$ cat src/rtl/vit_pkg.sv
// Shared Viterbi decoder definitions: size limits, branch-metric width helper,
// soft-value and decision-mode types.
package vit_pkg;

  localparam int N_OUT_MAX    = 4;
  localparam int Q_MAX        = 6;
  localparam int PUNC_LEN_MAX = 8;

  typedef logic [Q_MAX-1:0] soft_val_t;

  typedef enum logic {
    BM_HARD = 1'b0,
    BM_SOFT = 1'b1
  } bm_mode_t;

  // Width of one branch metric; it must hold n * (2^q - 1).
  function automatic int bm_width(input int n, input int q);
    return q + $clog2(n);
  endfunction

endpackage

$ cat src/rtl/bm_dist_sum.sv
// Distance from one received symbol to a single codeword CW, summed over all
// code outputs. Erased positions contribute nothing.
module bm_dist_sum
  import vit_pkg::*;
#(
  parameter int N_OUT = 2,
  parameter int Q     = 3,
  parameter int BMW   = 4,
  parameter int CW    = 0
) (
  input  logic [N_OUT*Q-1:0] rx,
  input  bm_mode_t           mode,
  input  logic [N_OUT-1:0]   keep,
  output logic [BMW-1:0]     metric
);

  localparam logic [N_OUT-1:0] CW_BITS = N_OUT'(CW);

  always_comb begin
    logic [Q-1:0] r;
    logic [Q-1:0] d;
    r      = '0;
    d      = '0;
    metric = '0;
    for (int j = 0; j < N_OUT; j++) begin
      r = rx[j*Q +: Q];
      d = '0;
      if (keep[j]) begin
        // In offset binary, 2^Q-1 - r is simply the bitwise complement.
        if (mode == BM_SOFT) d = CW_BITS[j] ? ~r : r;
        else                 d[0] = r[Q-1] ^ CW_BITS[j];
      end
      metric = metric + BMW'(d);
    end
  end

endmodule

$ cat src/rtl/bm_unit_param.sv
// Parametrised branch metric unit: depuncture, hard/soft distance to all
// 2^N_OUT codewords, two-stage back-pressured pipeline.
module bm_unit_param
  import vit_pkg::*;
#(
  parameter  int N_OUT    = 2,
  parameter  int Q        = 3,
  parameter  int PUNC_LEN = 1,
  localparam int BMW      = bm_width(N_OUT, Q),
  localparam int NCW      = 2**N_OUT
) (
  input  logic                      clk,
  input  logic                      rst,
  input  logic [N_OUT*Q-1:0]        i_rx,
  input  logic                      i_valid,
  output logic                      o_ready,
  input  logic                      i_sof,
  input  logic                      i_mode,
  input  logic [PUNC_LEN*N_OUT-1:0] i_punc_mask,
  output logic [NCW*BMW-1:0]        o_bm,
  output logic                      o_valid,
  input  logic                      i_ready,
  output logic [15:0]               o_sym_cnt
);

  localparam int PW = $clog2(PUNC_LEN_MAX);

  logic               rst_done;
  logic               s1_valid, s2_valid;
  logic               s1_adv, s2_adv, accept;
  logic [N_OUT*Q-1:0] s1_rx;
  bm_mode_t           s1_mode;
  logic [N_OUT-1:0]   s1_keep, keep_sel;
  logic [PW-1:0]      phase, phase_base, phase_nxt;
  logic [NCW*BMW-1:0] bm_nxt;

  // Handshake: a transfer happens on a rising edge where valid && ready.
  // A stage advances when it is empty or its consumer takes its content.
  assign s2_adv  = !s2_valid || i_ready;
  assign s1_adv  = !s1_valid || s2_adv;
  assign o_ready = s1_adv && rst_done;
  assign accept  = i_valid && o_ready;
  assign o_valid = s2_valid;

  always_comb begin
    phase_base = i_sof ? '0 : phase;
    phase_nxt  = (phase_base == PW'(PUNC_LEN-1)) ? '0 : phase_base + 1'b1;
    keep_sel   = i_punc_mask[phase_base*N_OUT +: N_OUT];
  end

  always_ff @(posedge clk or posedge rst) begin
    if (rst) begin
      rst_done  <= 1'b0;
      phase     <= '0;
      o_sym_cnt <= '0;
    end else begin
      rst_done <= 1'b1;
      if (accept) begin
        phase     <= phase_nxt;
        o_sym_cnt <= i_sof ? 16'd1 :
                     (o_sym_cnt == 16'hFFFF) ? o_sym_cnt : o_sym_cnt + 16'd1;
      end
    end
  end

  always_ff @(posedge clk or posedge rst) begin
    if (rst) begin
      s1_valid <= 1'b0;
      s1_rx    <= '0;
      s1_mode  <= BM_HARD;
      s1_keep  <= '0;
    end else if (s1_adv) begin
      s1_valid <= accept;
      if (accept) begin
        s1_rx   <= i_rx;
        s1_mode <= bm_mode_t'(i_mode);
        s1_keep <= keep_sel;
      end
    end
  end

  for (genvar c = 0; c < NCW; c++) begin : g_cw
    bm_dist_sum #(
      .N_OUT (N_OUT),
      .Q     (Q),
      .BMW   (BMW),
      .CW    (c)
    ) u_dist (
      .rx     (s1_rx),
      .mode   (s1_mode),
      .keep   (s1_keep),
      .metric (bm_nxt[c*BMW +: BMW])
    );
  end

  always_ff @(posedge clk or posedge rst) begin
    if (rst) begin
      s2_valid <= 1'b0;
      o_bm     <= '0;
    end else if (s2_adv) begin
      s2_valid <= s1_valid;
      if (s1_valid) o_bm <= bm_nxt;
    end
  end

endmodule

$ cat config.mk
export PLATFORM = sky130hd
export DESIGN_NAME = bm_unit_param
export DESIGN_NICKNAME = d
export VERILOG_FILES = /design/src/rtl/vit_pkg.sv /design/src/rtl/bm_dist_sum.sv /design/src/rtl/bm_unit_param.sv
export SDC_FILE = /design/constraint.sdc
export NUM_CORES = 1
export LEC_CHECK = 0
export ABC_AREA = 1
export BUFFER_PORTS_ARGS = -buffer_cell sky130_fd_sc_hd__buf_4
export CORE_UTILIZATION = 50
export CTS_BUF_LIST = sky130_fd_sc_hd__clkbuf_4
export CTS_CLUSTER_DIAMETER = 30
export DETAILED_ROUTE_END_ITERATION = 7
export HOLD_SLACK_MARGIN = 0.02
export PLACE_DENSITY_LB_ADDON = 0.1
export RECOVER_POWER = 100
export SKIP_LAST_GASP = 1
export SLEW_MARGIN = 0
export SYNTH_ARGS = -nofsm -noshare
export SYNTH_HDL_FRONTEND = slang
export SYNTH_HIERARCHICAL = 1
export SYNTH_SLANG_ARGS = --single-unit
$ cat constraint.sdc
create_clock -name clk -period 2.96 [get_ports clk]
set_input_delay 0.592 -clock clk [delete_from_list [all_inputs] [get_ports clk]]
set_output_delay 0.592 -clock clk [all_outputs]
set_load 0.05 [all_outputs]
# After elaboration in Yosys (flattened, before gate mapping)
# Index checks and enable logic that the tools add are counted.
# word_totals
in_bits	14
wordCells	48
ff_bits	47
# classes
bitwise_logic	4
eq_ne	2
muxes	16
reduce_logical	10
addsub	6
shifts	1
# ops
cell	count
$mux 16	2
$mux 3	6
$add 16x1->16 const B	1
$add 3x3->4	4
$eq 16x16->1 const B	1
$mux 2	4
$not 3->3	2
$reduce_and 2->1	3
$shiftx 2x5->2	1
$mux 1	4
$add 3x1->3 const B	1
$logic_not 3->1	1
$logic_and 1x1->1	2
$logic_not 1->1	2
$logic_or 1x1->1	2
$ne 2x2->1 const B	1
$not 1->1	2

# Logic depth before layout (Yosys ltp)
# Gate-level depths: netlist (run 1).
# depth
ltp_word	6
ltp_mapped	10
ltp_nobuf	9

# Modules after synthesis
# Netlist (run 1), hierarchy kept.
# by_module_without_submodules
mod	seq_area_each_um2	cells_per_inst	area_per_inst_um2	n_inst
bm_unit_param	1176.1	264	2316.0	1
bm_dist_sum at g_cw[0].u_dist	0.0	29	171.4	1
bm_dist_sum at g_cw[1].u_dist	0.0	30	168.9	1
bm_dist_sum at g_cw[2].u_dist	0.0	29	168.9	1
bm_dist_sum at g_cw[3].u_dist	0.0	26	152.6	1

# Worst setup path before layout (run 1)
# Ideal clock, no wire load.
# synth_timing
path_kind	register to register
from	register s1_mode
to	register o_bm[2]
required_ps	2835
path_stages_with_launch	9
arrival_ps	1957
slack_ps	878
period_less_slack_ps	2082
path_cell_list	dfrtp_1 -> buf_6 -> nand2_1 -> nand2_1 -> nor2_2 -> ha_1 -> fa_1 -> xor2_1 -> mux2_2
# synth_between
elab_chain_cells	3
word_cells_on_any_way	7
cone_classes	add/sub: 1; mux: 6
# synth_lines
item	line	text
start: declaration	bm_unit_param.sv:32	bm_mode_t s1_mode;
start signal: assignment	bm_unit_param.sv:76	s1_mode <= bm_mode_t'(i_mode);
$mux 1 / $mux 2 (equally long branches)	bm_dist_sum.sv:30	if (mode == BM_SOFT) d = CW_BITS[j] ? ~r : r;
$mux 3	bm_dist_sum.sv:28	if (keep[j]) begin
$add 3x3->4 (*)	bm_dist_sum.sv:33	metric = metric + BMW'(d);
via bm_nxt[2]	bm_unit_param.sv:35	logic [NCW*BMW-1:0] bm_nxt;
end signal: assignment	bm_unit_param.sv:102	if (s1_valid) o_bm <= bm_nxt;
end: declaration	bm_unit_param.sv:20	output logic [NCW*BMW-1:0] o_bm,
# The timed path passes the listed nets; every way through them passes the cells marked *.
# A chain may end at the register's enable or synchronous reset.

# Final worst setup path (run 1)
# layout_timing
from	register s1_mode
to	register o_bm[13]
# The elaborated chain is that of the path after synthesis.

==> results.yml, run 1 <==
clock_network:
  cts_buffers: 5
  htree_levels: 2
  postCtsSetupRepairBufs: 0
  cts_sinks: 47
  ctsResizeCount: 0
  clk_pin_slew_worst_paths_ns: 0.14
  cts_tree: "built"
  insertion_delay_ns: 0.37
  clock_path_buffers: 2
  cts_hold_buf: 0
  cts-root-buf: "clkbuf_4"
finish:
  area_growth_syn_to_layout_pct: 10.4
  regArea_mm2: 0.00118
  diodes: 0
  final.fill_count: 573
  postLayoutCellArea_mm2: 0.00329
  final_cells: 502
  layout_common_cells: "nand2_1, dfrtp_1, inv_1, nor2_1, clkbuf_1"
  final_core_utilization_pct: 58.6
  layout_commonest_cell: "nand2_1"
  drive_gt1_share_pct: 13.5
  multi_input_area_mm2: 0.00154
  nets: 462
sta:
  hold_viol_final: 0
  fin_crit_ns: 2.35
  worst_pin_slew_ns: 0.842
  rsz0062_at_grt: "false"
  min_period_over_period_pct: 79.3
  fmax_mhz: 426
  fin_skew_ns: 0.0104
  setup_violations: 0
  drv_slew: 0
  holdWs_ns: 0.279
  relSlewSlack_pct: 43.9
  setup_tns_ns: 0
route:
  drc: 0
  drt-initial-drc-count: 94
  wl_per_cell_um: 12.3
  routed_via_density: 5.03
  dr.pass1.iters: 4
  vias: 2523
  final_antenna_net_count: 0
  wl_um: 6200
synthesis:
  syn_avg_cell_area_um2: 7.88
  synth_cell_types: 32
  synth_nets: 411
  netlist_top_cells_area: "dfrtp_1, nand2_1, ha_1, mux2_2, inv_1"
  yosysTopAreaCellShare_pct: 39.5
  yosysWarningCount: 6
  ys_seq_elements: 47
  ys_seq_area_share_pct: 39.5
  synth_area_mm2: 0.00298
  synth_top_cell_by_area: "dfrtp_1"
  synthCells: 378
worst_setup_path:
  critPathKind: "reg2reg"
  end_kind: "flip-flop"
  crit_start: "s1_mode$_DFFE_PP0P_"
  crit_chain: "inv_1 > nor3_1 > fa_1 > mux2_2"
  worstPathRequired_ns: 3.23
  cpMaxStageDelayCell: "dfrtp_1"
  startpoint_type: "flip-flop"
  crit_family: "flip-flops"
  cp_num_buf_inv: 1
  r2r_start: "s1_mode$_DFFE_PP0P_"
  worstPathArrival_ns: 2.61
  worstPathMaxFanout: 29
  slowest_delay_ns: 0.92
power:
  power.density_mw_per_mm2: 550
  p_leak_uw: 0.00172
  ir_drop_uv: 251
placement:
  dpl_cell_area_mm2: 0.00339
  portBuffers: 47
  dp.final_hpwl_um: 4530
  placed_cells: 494
  globalplace.congestion: 0.787
die:
  die_w_um: 79.2
  rows: 27
  die_area_mm2: 0.00627
  io_pins: 48
  start_util_pct: 53.1
  core_area_mm2: 0.00561
  die-height_um: 79.2
global_route:
  grt_first_pass_wirelength_um: 10800
  track_usage_pct: 22.2
  grt_max_degree: 33
  grt_overflow: 0
  antenna_found_initial: 0
  grt_pass1_vias: 2385
outcome:
  status: "complete, no violations"
flow_run:
  drv_cap: 0
worst_hold_path:
  hold_class: "in2async"
cell usage after synthesis:
| cell | instances |
|---|---|
| ha_1 | 15 |
| nor2_2 | 3 |
| nand2_4 | 2 |
| and3_2 | 1 |
| nand3b_1 | 1 |
| nand4_1 | 6 |
| nand3_1 | 23 |
| buf_6 | 1 |
| nor2_1 | 38 |
| conb_1 | 1 |
| o21ai_1 | 8 |
| a21oi_1 | 4 |
| nand2_1 | 120 |
| fa_1 | 4 |
| inv_1 | 43 |
| o21ai_2 | 3 |
| clkbuf_1 | 1 |
| buf_2 | 2 |
| dfrtp_1 | 47 |
| or2_2 | 2 |
| o21ai_0 | 7 |
| xor2_1 | 4 |
| buf_12 | 1 |
| mux2_2 | 16 |
| nor3_1 | 6 |
| o21bai_1 | 1 |
| nand3_2 | 1 |
| nand2_8 | 1 |
| nor2_4 | 3 |
| inv_2 | 7 |
| nand2_2 | 3 |
| xnor2_1 | 3 |
cells by family (layout without fill, tap and decap cells):
family	after synthesis	count (layout)	synth area share [%]
AO/OA/AOI/OAI	23	23	4.33
adder cells (fa/ha/maj)	19	19	8.99
multiplexers	16	16	6.05
flip-flops	47	47	39.5
buffers and inverters	55	107	7.82
other	1	1	0.126
XOR/XNOR	7	7	2.06
AND/OR/NAND/NOR	210	210	31.1
path summary, 6_finish.rpt:
path                                       endpoint  slack [ns]  cells after the start
max in group asynchronous  o_sym_cnt[6]$_DFFE_PP0P_        1.84                      3
max reg2reg                    o_bm[13]$_DFFE_PP0P_        0.61                      4
max                            o_bm[13]$_DFFE_PP0P_        0.61                      4
min reg2reg                    phase[2]$_DFFE_PP0P_        0.51                      2
min in group clk               s1_rx[4]$_DFFE_PP0P_        0.41                      3
min                            o_bm[15]$_DFFE_PP0P_        0.28                      2
metrics by stage:
stage / setup slack, ns / total power (uW)
after floorplan: 0.878 / 1360
after global placement: 0.742 / 1560
after detailed placement: 0.691 / 1570
after CTS: 0.681 / 1900
after global routing: 0.408 / 1930
final: 0.614 / 1810
layer usage:
layer | global-route usage (%) | vias to the layer above | share of wire, %
met4 | 7.09 | 0 | 1.6
met1 | 27.1 | 1165 | 45
li1 | - | 1291 | -
met2 | 39.4 | 58 | 49
met5 | 0 | - | 0
met3 | 3.91 | 9 | 4.0
power by group:
group | total, uW | internal [uW] | switching, uW
combinational | 638 | 179 | 459
clock | 325 | 111 | 213
sequential | 847 | 739 | 108
total | 1810 | 1030 | 780
sequential cells by signal (all words and copies together), names as in the netlist:
signal,flops
o_bm,16
o_sym_cnt,16
s1_rx,6
phase,3
s1_keep,2
o_valid,1
rst_done,1
s1_mode,1
s1_valid,1
final cells by class:
type                    instances  area share [%]
clock buffers                   7            1.60
multi-input cells             276            46.8
inverters                      50            5.71
well taps                      72            2.74
flip-flops and latches         47            35.8
repair buffers                 49            7.19
clock inverters                 1           0.152
Note: power is estimated with default switching activity, not from simulation.
==> inputs of run 2 (changes only) <==
ABC_AREA = 0   (was 1)
clock period = 1.96 ns   (was 2.96 ns; I/O delays follow)
==> run 2 against run 1 <==
The flow now finishes with violations (negative setup slack). Highest routed layer unchanged. Die area shrank 5.3%. Clock skew grew 0.0030 ns. Routed wire length grew 1.4%. Cell count shrank 15%. Hold slack lost 0.066 ns. Utilization grew 5.3 points. Largest cell class unchanged.
==> results.yml, run 2 <==
synthesis:
  synth_compound_area_share_pct: 12.0
  muxShareOfSynthArea_pct: 9.24
  synth_top_family_by_area: "simple AND/OR/NAND/NOR gates"
  synth_cell_types: 51
  yosys.area_share.simple_pct: 22.3
  netlist_top_cells_area: "dfrtp_1, ha_1, mux2_2, nand2_1, o31ai_1"
  synth.most_common_cell: "dfrtp_1"
  ys_seq_area_share_pct: 41.8
  synth_area_mm2: 0.00282
  yosysTopAreaCellShare_pct: 41.8
  synth_nets: 324
  ys_seq_elements: 47
  synthArstFlopShare_pct: 100
  synthCells: 291
  yosysWarningCount: 6
  syn_avg_cell_area_um2: 9.68
  synth_fa_ha_area_share_pct: 9.51
  ys.flop_type: "dfrtp_1"
  synth_top_cell_by_area: "dfrtp_1"
  synth_xor_area_share_pct: 1.24
  synth_edf_count: 0
  ys_top_cells_by_count: "dfrtp_1, nand2_1, nor2_1"
placement:
  globalplace.congestion: 0.858
  dp.final_hpwl_um: 4380
  portBuffers: 47
  pre_cts_ws_ns: -0.0761
finish:
  regArea_mm2: 0.00118
  layout_common_cells: "nand2_1, dfrtp_1, buf_4, clkbuf_1, nor2_1"
  area_growth_syn_to_layout_pct: 19.6
  nets: 387
  multi_input_area_mm2: 0.00157
  layout_commonest_cell: "nand2_1"
  final.fill_count: 457
  diodes: 0
  reg.largest.list: "o_bm (16), o_sym_cnt (16), s1_rx (6)"
  drive_gt1_share_pct: 25.4
clock_network:
  cts_sinks: 47
  cts_buffers: 5
  cts-root-buf: "clkbuf_4"
  htree_levels: 2
  insertion_delay_ns: 0.37
  clock_path_buffers: 2
  cts_tree: "built"
  clk_pin_slew_worst_paths_ns: 0.13
global_route:
  antenna_found_initial: 0
  grt_pass1_vias: 2313
  grt_max_degree: 48
  grt_overflow: 0
  track_usage_pct: 22.4
  grt_first_pass_wirelength_um: 10500
route:
  final_antenna_net_count: 0
  dr.pass1.iters: 4
  vias: 2381
  routed_via_density: 5.60
  wl_um: 6290
  drt-initial-drc-count: 78
  drc: 0
  wl_per_cell_um: 14.8
power:
  swShare_pct: 41.5
  ir_drop_uv: 533
  power.density_mw_per_mm2: 792
  p_seq_share_pct: 46.4
  p_clk_share_pct: 17.6
  combPwrFrac_pct: 36.0
  power.internal_uw: 1560
  p_switching_uw: 1110
  p_leak_uw: 0.00170
worst_setup_path:
  critPathKind: "reg2reg"
  startpoint_type: "flip-flop"
  worstPathRequired_ns: 2.22
  worstPathMaxFanout: 7
  worstPathArrival_ns: 2.24
  end_kind: "flip-flop"
sta:
  min_period_over_period_pct: 101
  fin_ws_ns: -0.0139
  holdWs_ns: 0.213
  fin_crit_ns: 1.97
  fin_skew_ns: 0.0134
  setup_violations: 3
  fmax_mhz: 507
  worst_pin_slew_ns: 1.16
  hold_viol_final: 0
  rsz0062_at_grt: "true"
  setup_tns_ns: -0.0281
  drv_slew: 0
  relSlewSlack_pct: 22.6
die:
  die_w_um: 77.1
  die_area_mm2: 0.00594
  core_area_mm2: 0.00527
  io_pins: 48
  rows: 26
  start_util_pct: 53.4
  die-height_um: 77.1
outcome:
  violations: "negative setup slack"
  status: "finished with violations"
worst_hold_path:
  hold_class: "in2reg"
flow_run:
  drv_cap: 0
-- run 2: worst max-delay path, cell delays in order, from the launching register on --
cell and delay [ns]:
dfrtp_2 0.46, buf_4 0.17, mux2i_1 0.12, nor2b_1 0.14, ha_2 0.18, inv_1 0.05, fa_1 0.47, inv_1 0.04
mux2_2 0.25
-- run 2: power by group through the flow --
stage          Combinational [uW]  Clock [uW]  Sequential, uW
6_report                      960         470            1240
5_1_grt                      1030         518            1260
4_1_cts                      1050         481            1240
3_5_place_dp                 1010           0            1270
3_3_place_gp                  988           0            1270
2_1_floorplan                 342           0            1610
-- run 2: kinds of logic (layout without fill, tap and decap cells) --
group	after synthesis	after routing
buffers and inverters	27	91
other	1	1
AO/OA/AOI/OAI	47	47
XOR/XNOR	4	4
AND/OR/NAND/NOR	122	122
multiplexers	24	24
adder cells (fa/ha/maj)	19	19
flip-flops	47	47
-- run 2: what timing repair did --
item	4_1_cts	5_1_grt
pin swaps	0	1
buffers inserted	6	0
resized for setup	2	5
endpoints found under the setup margin	6	9
hold buffers	0	0
cloned	0	0
-- run 2: cell type report --
class | instances | area share, %
tap | 70 | 2.60
clock inverter | 2 | 0.260
clock buffer | 6 | 1.34
timing repair buffer | 67 | 12.3
sequential | 47 | 35.1
inverter | 16 | 1.78
multi-input combinational | 217 | 46.5
-- run 2: per-stage QoR --
stage                     util, %  instances  area (um^2)  total power (uW)
after floorplan                 -        291         2850              1950
after global placement       63.8        411         3360              2250
after detailed placement     63.8        411         3360              2280
after CTS                    65.7        425         3460              2770
after global routing         63.9        425         3370              2810
final                        63.9        425         3370              2670
-- run 2: metal layers --
layer  up-vias  routed length, um  track usage, %  share of wire, %
li1       1163                  -               -                 -
met1      1154               2710            27.4                43
met2        58               3250            39.6                52
met3         6                267            3.93               4.2
met4         0                 53            7.36              0.84
met5         -                  0               0                 0
-- run 2: final timing paths --
kind	from	end	slack [ns]	cells past startpoint
setup / recovery	s1_mode$_DFFE_PP0P_	o_bm[9]$_DFFE_PP0P_	-0.01	8
hold / removal	i_rx[1]	s1_rx[1]$_DFFE_PP0P_	0.21	3
setup reg to reg	s1_mode$_DFFE_PP0P_	o_bm[9]$_DFFE_PP0P_	-0.01	8
hold reg to reg	phase[1]$_DFFE_PP0P_	phase[1]$_DFFE_PP0P_	0.50	2
max in group asynchronous	rst	o_sym_cnt[1]$_DFFE_PP0P_	0.79	3
min in group asynchronous	rst	o_sym_cnt[2]$_DFFE_PP0P_	0.39	3
==> inputs of run 3 (changes only) <==
CTS_BUF_LIST = default   (was sky130_fd_sc_hd__clkbuf_4)
SKIP_LAST_GASP = default   (was 1)
==> run 3 against run 2 <==
The run still ends with negative setup slack left. Via count down 0.50%. Sequential power barely moved. Die area unchanged. Total power up 5.7%. Critical path type unchanged. Count of clock-buffer cells in the layout rose by 1. First-iteration DRC count grew 23%. Cell area rose by 0.89%. Hold slack improved by 0.068 ns. Global-route usage hardly changed. Fmax increased by 0.42%. Largest cell class unchanged.
==> results.yml, run 3 (synthesized netlist as in run 2, its figures left out) <==
global_route:
  track_usage_pct: 22.3
  antenna_found_initial: 0
  grt_max_degree: 48
  grt_overflow: 0
  grt_pass1_vias: 2313
  grt_first_pass_wirelength_um: 10500
sta:
  rsz0062_at_grt: "true"
  fin_crit_ns: 1.97
  relSlewSlack_pct: 23.7
  fin_skew_ns: 0.00834
  min_period_over_period_pct: 100
  setup_violations: 2
  hold_viol_final: 0
  fmax_mhz: 509
  worst_pin_slew_ns: 1.14
  fin_ws_ns: -0.00561
  drv_slew: 0
  holdWs_ns: 0.280
route:
  drt-initial-drc-count: 96
  final_antenna_net_count: 0
  wl_um: 6290
  vias: 2369
  dr.pass1.iters: 4
  drc: 0
  routed_via_density: 5.57
  wl_per_cell_um: 14.8
worst_setup_path:
  end_kind: "flip-flop"
  worstPathArrival_ns: 2.16
  r2r_slack_ns: -0.006
  crit_path_frequent_cell: "inv_1"
  startpoint_type: "flip-flop"
  slowest_delay_ns: 0.47
  reg2regPathDepth: 8
  cpMaxStageDelayCell: "fa_1"
  critPathKind: "reg2reg"
  worstPathRequired_ns: 2.15
  reg2reg_to: "o_bm[9]$_DFFE_PP0P_"
  r2r_start: "s1_mode$_DFFE_PP0P_"
  worstPathMaxFanout: 7
  crit_chain: "buf_4 > mux2i_1 > nor2b_1 > ha_2 > inv_1 > fa_1 > inv_1 > mux2_2"
clock_network:
  clk_pin_slew_worst_paths_ns: 0.09
  cts_tree: "built"
  cts_hold_buf: 0
  clock_path_buffers: 2
  insertion_delay_ns: 0.30
  cts_sinks: 47
  htree_levels: 2
  cts-root-buf: "clkbuf_8"
  cts_buffers: 5
power:
  p_leak_uw: 0.00171
  p_seq_share_pct: 43.9
  p_total_uw: 2820
  power.density_mw_per_mm2: 830
  combPwrFrac_pct: 34.0
  power.internal_uw: 1700
  p_switching_uw: 1120
  swShare_pct: 39.8
  ir_drop_uv: 557
  p_clk_share_pct: 22.0
finish:
  nets: 387
  drive_gt1_share_pct: 24.8
  final_core_utilization_pct: 64.5
  layout_common_cells: "nand2_1, dfrtp_1, buf_4, clkbuf_1, nor2_1"
  reg.largest.list: "o_bm (16), o_sym_cnt (16), s1_rx (6)"
  area_growth_syn_to_layout_pct: 20.7
  layout_commonest_cell: "nand2_1"
  diodes: 0
  final_cells: 425
die:
  rows: 26
  die-height_um: 77.1
  io_pins: 48
  start_util_pct: 53.4
  die_area_mm2: 0.00594
  die_w_um: 77.1
  core_area_mm2: 0.00527
flow_run:
  drv_cap: 0
worst_hold_path:
  hold_path_depth: 3
  hold_start: "i_rx[1]"
  min_to: "s1_rx[1]$_DFFE_PP0P_"
  hold_class: "in2reg"
placement:
  portBuffers: 47
  globalplace.congestion: 0.858
  placed_cells: 411
  dp.final_hpwl_um: 4380
outcome:
  status: "finished with violations"
  violations: "negative setup slack"
run 3: cell count changes in the layout (fill, tap and decap cells not counted):
cell      before  now
clkbuf_4       7    1
clkbuf_8       0    6
clkbuf_1      23   26
buf_4         40   38
clkinv_1       1    0
run 3: final cells by class:
class	count	area, um^2
Fill cell	450	1870
Multi-Input combinational cell	217	1570
Sequential cell	47	1180
Timing Repair Buffer	67	408
Tap cell	70	87.6
Clock buffer	7	86.3
Inverter	16	60.1
Clock inverter	1	5.00
run 3: repair_timing:
item                       in CTS  in global routing
pin swaps                       0                  1
gates resized for setup         2                  5
gates cloned                    0                  0
buffers inserted                6                  0
setup endpoints to repair       6                  9
run 3: worst max-delay path by stage:
stage / startpoint / end / slack [ns] / cells after the start
detailed placement: s1_mode$_DFFE_PP0P_ / o_bm[9]$_DFFE_PP0P_ / -0.08 / 7
finish: s1_mode$_DFFE_PP0P_ / o_bm[9]$_DFFE_PP0P_ / -0.006 / 8
global route: s1_mode$_DFFE_PP0P_ / o_bm[9]$_DFFE_PP0P_ / -0.08 / 8
CTS: s1_mode$_DFFE_PP0P_ / o_bm[9]$_DFFE_PP0P_ / -0.002 / 8
global placement: s1_mode$_DFFE_PP0P_ / o_bm[10]$_DFFE_PP0P_ / -0.001 / 7
floorplan: o_sym_cnt[0]$_DFFE_PP0P_ / o_sym_cnt[0]$_DFFE_PP0P_ / -0.02 / 6
run 3: routing by layer:
layer	wire (um)	global-route usage, %	vias to the layer above
met1	2810	27.2	1164
li1	-	-	1163
met2	3220	39.6	37
met5	0	0	-
met4	58	6.79	0
met3	201	4.64	5
run 3: per-stage QoR:
step / cell area [um^2] / setup WS [ns] / setup TNS [ns]
after floorplan: 2850 / -0.0196 / -0.0298
after global placement: 3360 / -0.00124 / -0.00175
after detailed placement: 3360 / -0.0761 / -0.180
after CTS: 3500 / -0.00189 / -0.00189
after global routing: 3400 / -0.0822 / -0.400
final: 3400 / -0.00561 / -0.00822
run 3: power by group through the flow:
stage	combinational (uW)	clock [uW]	sequential, uW
floorplan	342	0	1610
global placement	988	0	1270
global route	1030	669	1260
CTS	1050	631	1240
detailed placement	1010	0	1270
finish	960	621	1240
run 3: worst max-delay path: cells and delay by family (launching register included):
kind / cells / cell delay, ns
buf+inv: 3 / 0.26
fa+ha+maj: 2 / 0.66
flops: 1 / 0.44
mux: 2 / 0.37
simple gates: 1 / 0.14
